### src/rtl/mnist_seq_ctrl_if.sv
// mnist_seq_ctrl_if: bundle between the run sequencer and its CPU/datapath neighbours.
//   master : sequencer side (drives control, address, select and result outputs)
//   slave  : environment side (drives start/abort and the selected class score)
// Signals: start, abort, busy, done, acc_clear, acc_en, pix_addr[AW], result_sel[4],
//          result_in[32] (signed score selected by result_sel), class_out[4], max_score[32]
`timescale 1ns/1ps
interface mnist_seq_ctrl_if #(
   parameter int unsigned AW = 10
);
   logic          start;
   logic          abort;
   logic          busy;
   logic          done;
   logic          acc_clear;
   logic          acc_en;
   logic [AW-1:0] pix_addr;
   logic [3:0]    result_sel;
   logic [31:0]   result_in;
   logic [3:0]    class_out;
   logic [31:0]   max_score;

   modport master (
      input  start, abort, result_in,
      output busy, done, acc_clear, acc_en, pix_addr, result_sel, class_out, max_score
   );

   modport slave (
      output start, abort, result_in,
      input  busy, done, acc_clear, acc_en, pix_addr, result_sel, class_out, max_score
   );
endinterface

### src/rtl/mnist_seq_ctrl.sv
// mnist_seq_ctrl: run sequencer for the MNIST inference accelerator.
// A start request in IDLE clears the accumulators, streams pixel addresses 0..NPIX-1 with
// accumulation enabled, waits DRAIN cycles for the datapath to settle, then scans the NCLASS
// scores for the signed maximum (ties keep the lowest index) and pulses done for one cycle.
// Ports:
//   clk   - single clock, rising edge
//   reset - synchronous, active-high, clears all state
//   bus   - mnist_seq_ctrl_if.master (start/abort in, control/address/result out)
// Build option: define MNIST_SEQ_ABORT_EN to let abort cancel a run in progress; otherwise
// abort is ignored and a started run always completes unless reset.
`timescale 1ns/1ps
module mnist_seq_ctrl #(
   parameter int unsigned NPIX   = 784,
   parameter int unsigned NCLASS = 10,
   parameter int unsigned DRAIN  = 4,
   parameter int unsigned AW     = 10
) (
   input  logic             clk,
   input  logic             reset,
   mnist_seq_ctrl_if.master bus
);

   typedef enum logic [2:0] {
      StIdle,
      StClear,
      StFeed,
      StDrain,
      StScan,
      StDone
   } state_e;

   state_e             state_q, state_d;
   // One counter serves pixel address, drain wait and score select; it is 0 on entry to each.
   logic [AW-1:0]      cnt_q, cnt_d;
   logic signed [31:0] run_max_q, run_max_d;
   logic [3:0]         run_idx_q, run_idx_d;
   logic [3:0]         class_q, class_d;
   logic signed [31:0] score_q, score_d;

   logic               abort_hit;
   logic               take;
   logic [3:0]         sel;

`ifdef MNIST_SEQ_ABORT_EN
   assign abort_hit = bus.abort & (state_q != StIdle);
`else
   logic unused_abort;
   assign unused_abort = bus.abort;
   assign abort_hit    = 1'b0;
`endif

   assign sel  = (state_q == StScan) ? cnt_q[3:0] : 4'd0;
   // Entry 0 always loads the running max; later entries must be strictly greater.
   assign take = (sel == 4'd0) || ($signed(bus.result_in) > run_max_q);

   always_comb begin
      state_d   = state_q;
      cnt_d     = cnt_q;
      run_max_d = run_max_q;
      run_idx_d = run_idx_q;
      class_d   = class_q;
      score_d   = score_q;

      unique case (state_q)
         StIdle: begin
            if (bus.start) begin
               state_d = StClear;
            end
         end
         StClear: begin
            state_d = StFeed;
            cnt_d   = '0;
         end
         StFeed: begin
            if (cnt_q == AW'(NPIX - 1)) begin
               state_d = StDrain;
               cnt_d   = '0;
            end else begin
               cnt_d = cnt_q + AW'(1);
            end
         end
         StDrain: begin
            if (cnt_q == AW'(DRAIN - 1)) begin
               state_d = StScan;
               cnt_d   = '0;
            end else begin
               cnt_d = cnt_q + AW'(1);
            end
         end
         StScan: begin
            if (take) begin
               run_max_d = $signed(bus.result_in);
               run_idx_d = sel;
            end
            if (cnt_q == AW'(NCLASS - 1)) begin
               // Publish including the final entry so results are visible during DONE.
               state_d = StDone;
               cnt_d   = '0;
               class_d = run_idx_d;
               score_d = run_max_d;
            end else begin
               cnt_d = cnt_q + AW'(1);
            end
         end
         StDone: begin
            state_d = StIdle;
         end
         default: begin
            state_d = StIdle;
            cnt_d   = '0;
         end
      endcase

      // Cancellation discards the run without touching the published result.
      if (abort_hit) begin
         state_d = StIdle;
         cnt_d   = '0;
         class_d = class_q;
         score_d = score_q;
      end
   end

   always_ff @(posedge clk) begin
      if (reset) begin
         state_q   <= StIdle;
         cnt_q     <= '0;
         run_max_q <= '0;
         run_idx_q <= '0;
         class_q   <= '0;
         score_q   <= '0;
      end else begin
         state_q   <= state_d;
         cnt_q     <= cnt_d;
         run_max_q <= run_max_d;
         run_idx_q <= run_idx_d;
         class_q   <= class_d;
         score_q   <= score_d;
      end
   end

   assign bus.busy       = (state_q != StIdle);
   assign bus.done       = (state_q == StDone);
   assign bus.acc_clear  = (state_q == StClear) & ~abort_hit;
   assign bus.acc_en     = (state_q == StFeed) & ~abort_hit;
   assign bus.pix_addr   = (state_q == StFeed) ? cnt_q : '0;
   assign bus.result_sel = sel;
   assign bus.class_out  = class_q;
   assign bus.max_score  = score_q;

endmodule

### src/flat_wrapper.sv
// flat-port wrapper written by rule: the top's interface ports become plain ports
module mnist_seq_ctrl_flat 
#(
   parameter int unsigned NPIX   = 784,
   parameter int unsigned NCLASS = 10,
   parameter int unsigned DRAIN  = 4,
   parameter int unsigned AW     = 10
)
  (clk, reset, bus_start, bus_abort, bus_result_in, bus_busy, bus_done, bus_acc_clear, bus_acc_en, bus_pix_addr, bus_result_sel, bus_class_out, bus_max_score);
  mnist_seq_ctrl_if #(.AW(AW)) bus_i ();
  input  logic clk;
  input  logic reset;
  input wire logic [$bits(bus_i.start)-1:0] bus_start;
  input wire logic [$bits(bus_i.abort)-1:0] bus_abort;
  input wire logic [$bits(bus_i.result_in)-1:0] bus_result_in;
  output wire logic [$bits(bus_i.busy)-1:0] bus_busy;
  output wire logic [$bits(bus_i.done)-1:0] bus_done;
  output wire logic [$bits(bus_i.acc_clear)-1:0] bus_acc_clear;
  output wire logic [$bits(bus_i.acc_en)-1:0] bus_acc_en;
  output wire logic [$bits(bus_i.pix_addr)-1:0] bus_pix_addr;
  output wire logic [$bits(bus_i.result_sel)-1:0] bus_result_sel;
  output wire logic [$bits(bus_i.class_out)-1:0] bus_class_out;
  output wire logic [$bits(bus_i.max_score)-1:0] bus_max_score;
  assign bus_i.start = bus_start;
  assign bus_i.abort = bus_abort;
  assign bus_i.result_in = bus_result_in;
  assign bus_busy = bus_i.busy;
  assign bus_done = bus_i.done;
  assign bus_acc_clear = bus_i.acc_clear;
  assign bus_acc_en = bus_i.acc_en;
  assign bus_pix_addr = bus_i.pix_addr;
  assign bus_result_sel = bus_i.result_sel;
  assign bus_class_out = bus_i.class_out;
  assign bus_max_score = bus_i.max_score;
  mnist_seq_ctrl #(.NPIX(NPIX), .NCLASS(NCLASS), .DRAIN(DRAIN), .AW(AW)) u_core (.clk(clk), .reset(reset), .bus(bus_i));
endmodule
### config.mk
export PLATFORM = sky130hd
export DESIGN_NAME = mnist_seq_ctrl_flat
export DESIGN_NICKNAME = d
export VERILOG_FILES = /design/src/rtl/mnist_seq_ctrl_if.sv /design/src/rtl/mnist_seq_ctrl.sv /design/src/flat_wrapper.sv
export SDC_FILE = /design/constraint.sdc
export NUM_CORES = 1
export LEC_CHECK = 0
export BUFFER_PORTS_ARGS = -buffer_cell sky130_fd_sc_hd__buf_2
export CAP_MARGIN = 10
export CORE_MARGIN = 4
export CORE_UTILIZATION = 55
export CTS_CLUSTER_SIZE = 40
export DETAILED_ROUTE_END_ITERATION = 10
export PLACE_DENSITY = 0.79
export SKIP_LAST_GASP = 1
export SYNTH_ARGS = -nofsm -noshare
export SYNTH_HDL_FRONTEND = slang
export SYNTH_SLANG_ARGS = --single-unit
### constraint.sdc
create_clock -name clk -period 7.1 [get_ports clk]
set_clock_uncertainty 0.15 [all_clocks]
set_input_delay 0.355 -clock clk [delete_from_list [all_inputs] [get_ports clk]]
set_output_delay 0.355 -clock clk [all_outputs]
set_load 0.03 [all_outputs]
==> results.cfg <==
[timing]
slew_violations = 0
finalSetupViolCount = 0
layout_setup_ws_ns = 3.448
hold_viol = 0
fmax_mhz = 273.9
fin_crit_sh = 0.5143
maxSlewHeadroom = 0.3833
hold_ws_ns = 0.2064
finalCriticalPeriod_ns = 3.652
setup_tns_ns = 0
tightest_slew_ns = 0.9250
grt_setup_unrepaired = false

[yosys]
synth.area.top_cells = dfxtp_1 (35%), ha_1 (8.6%), a311oi_1 (5.9%), o31ai_1 (5.3%), o21bai_1 (5.0%)
yosysSeqAreaShare = 0.3454
synth_top_area_frac = 0.3454
ys_types = 51
synth_edf_count = 0
yosys_warnings = 0
synthCells = 556
synth_seq_cells = 85
syn_avg_cell_area_um2 = 8.862
post_synth_instance_area_um2 = 4927
async_flop_share = 0
ys.flop_type = dfxtp_1
synth.net_count = 626
yosysTopAreaCell = dfxtp_1

[setup_path]
cpMostUsedCell = buf_4
crit_arrival_ns = 3.76
critPathMaxStageDelay_ns = 0.54
crit_cells = 11
crit_buf_inv = 3
reg2reg_slack_ns = 3.45
crit_required_ns = 7.21
critical_path.top_delay_family = simple AND/OR/NAND/NOR gates
critPathSlowestCell = buf_4
crit_chain = inv_1 > ha_1 > nand4_1 > nor4_4 > nand3_1 > o21a_1 > nor2_4 > buf_4 > nor3_4 > buf_4 > o31ai_1
crit_start = u_core.run_max_q[31]
reg2reg_depth = 11
cp-end-kind = register
start_kind = register
worstSetupEndpoint = u_core.run_max_q[25]
r2r_end = u_core.run_max_q[25]
path_max_fanout = 50
r2r_start = u_core.run_max_q[31]
crit_type = reg2reg

[hold_path]
hp-class = in2reg

[global_route]
grt_pass1_vias = 4367
grt.total_usage = 0.2360
grt_pass1_wl_mm = 20.13
grt_max_degree = 109
antenna_found_initial = 1
globalRoute.totalOverflow = 0

[final_layout]
synthToLayoutAreaGrowth_pct = 11.63
fin_cells = 722
fillers = 742
diodes = 0
finish.utilization = 0.6307
mostFrequentLayoutCells = buf_2 (88), dfxtp_1 (85), nand2b_1 (36)
layout_commonest_cell = buf_2
finalNetCount = 680
drive_above_1_share = 0.2068
final_cell_area_um2 = 5500

[place]
pre_cts_slack_ns = 3.358
place_hpwl_mm = 8.112
io_buffer_count = 88
dp_cells = 707
globalplace.congestion = 0.8948
dpl_cell_area_um2 = 5310

[routing]
top_layer = met5
wirelength_met1_mm = 5.216
first_pass_iters = 4
drt_wl_total_mm = 12.35
drc = 0
drt-initial-drc-count = 259
via_per_inst = 6.188
met2WireLength_mm = 6.150
drtAntennaViolNets = 0
wl_met3_um = 797
wl_per_cell_um = 17.11
vias = 4468

[clock_tree]
numCtsBuffers = 9
holdBufCountCts = 0
cts_setup_buffers = 0
cts_num_sinks = 85
insertion_delay_ns = 0.36
htree_levels = 3
clockRootBuffer = clkbuf_8
path_clk_slew_ns = 0.08
cts.path.max_buffers = 2
cts-resized-gates = 0
cts_tree = built

[floorplanning]
die_h_um = 102.7
ioPinCount = 90
initial_core_util = 0.5650
design.die.area_um2 = 10540
core_area_um2 = 8721
die_x_um = 102.7
floorplan.rows = 34

[pwr]
p_leak_nw = 2.206
vdd_drop_max_mv = 0.1315
power.density_nw_per_um2 = 175.3
finalPower_mw = 0.9641

[flow_run]
max-cap-violations = 0

[outcome]
outcome = complete, no violations
==> worst min-delay path by stage <==
stage / startpoint / endpoint / cells past startpoint
after global placement: u_core.bus.class_out[2] / u_core.bus.class_out[2] / 2
final: bus_start / u_core.state_q[0] / 3
after floorplan: u_core.run_idx_q[0] / u_core.run_idx_q[0] / 2
after CTS: bus_result_in[7] / u_core.run_max_q[7] / 4
after detailed placement: u_core.bus.class_out[2] / u_core.bus.class_out[2] / 2
after global routing: bus_result_in[2] / u_core.run_max_q[2] / 4
==> routing by layer <==
metal  global-route usage  vias to the layer above
met2               0.4027                      126
met1               0.2880                     2121
met5                    0                        -
met4               0.1009                        2
met3              0.04871                       22
li1                     -                     2197
==> area by class of cell <==
cell class,count,area [um^2],share of cell area
Timing Repair Buffer,97,508.0,0.09236
Clock inverter,4,48.80,0.008872
Clock buffer,11,141.4,0.02571
Multi-Input combinational cell,383,2838,0.5159
Inverter,34,127.6,0.02320
Tap cell,108,135.1,0.02457
Sequential cell,85,1702,0.3094
==> logic make-up after synthesis <==
kind of cell / after synthesis / share of synthesized area
muxes: 1 / 0.002032
and+or+nand+nor: 192 / 0.2481
DFF: 85 / 0.3454
buffers and inverters: 88 / 0.08101
xor gates and xnor gates: 9 / 0.01600
AOI/OAI and AO/OA: 147 / 0.2212
adders and majority gates: 34 / 0.08634
==> state kept, by name, summed over array words and instances (netlist names) <==
name,cells
u_core.run_idx_q,4
u_core.cnt_q,10
u_core.run_max_q,32
u_core.bus.max_score,32
u_core.bus.class_out,4
u_core.state_q,3
==> Yosys cell counts, types with 19 or more instances <==
| library cell | instances |
|---|---|
| a21oi_1 | 24 |
| a311oi_1 | 33 |
| buf_2 | 19 |
| clkbuf_1 | 27 |
| dfxtp_1 | 85 |
| ha_1 | 34 |
| inv_1 | 34 |
| nand2b_1 | 36 |
| nor2_1 | 19 |
| nor4_1 | 32 |
| o21bai_1 | 33 |
| o31ai_1 | 35 |
| or4_1 | 33 |
==> worst reg2reg max path, cell delays in order (launching register included) <==
cell,delay [ns]
dfxtp_1,0.32
inv_1,0.06
ha_1,0.32
nand4_1,0.25
nor4_4,0.44
nand3_1,0.12
o21a_1,0.23
nor2_4,0.43
buf_4,0.55
nor3_4,0.14
buf_4,0.27
o31ai_1,0.27
==> power breakdown <==
group          internal [mW]  switching, mW  leakage (nW)  total (mW)
registers              0.485         0.0104         0.685       0.496
logic                 0.0492         0.0758          1.42       0.125
clock network          0.170          0.173        0.0992       0.343
total                  0.704          0.260          2.21       0.964
Power figures use the tool's default switching activity.
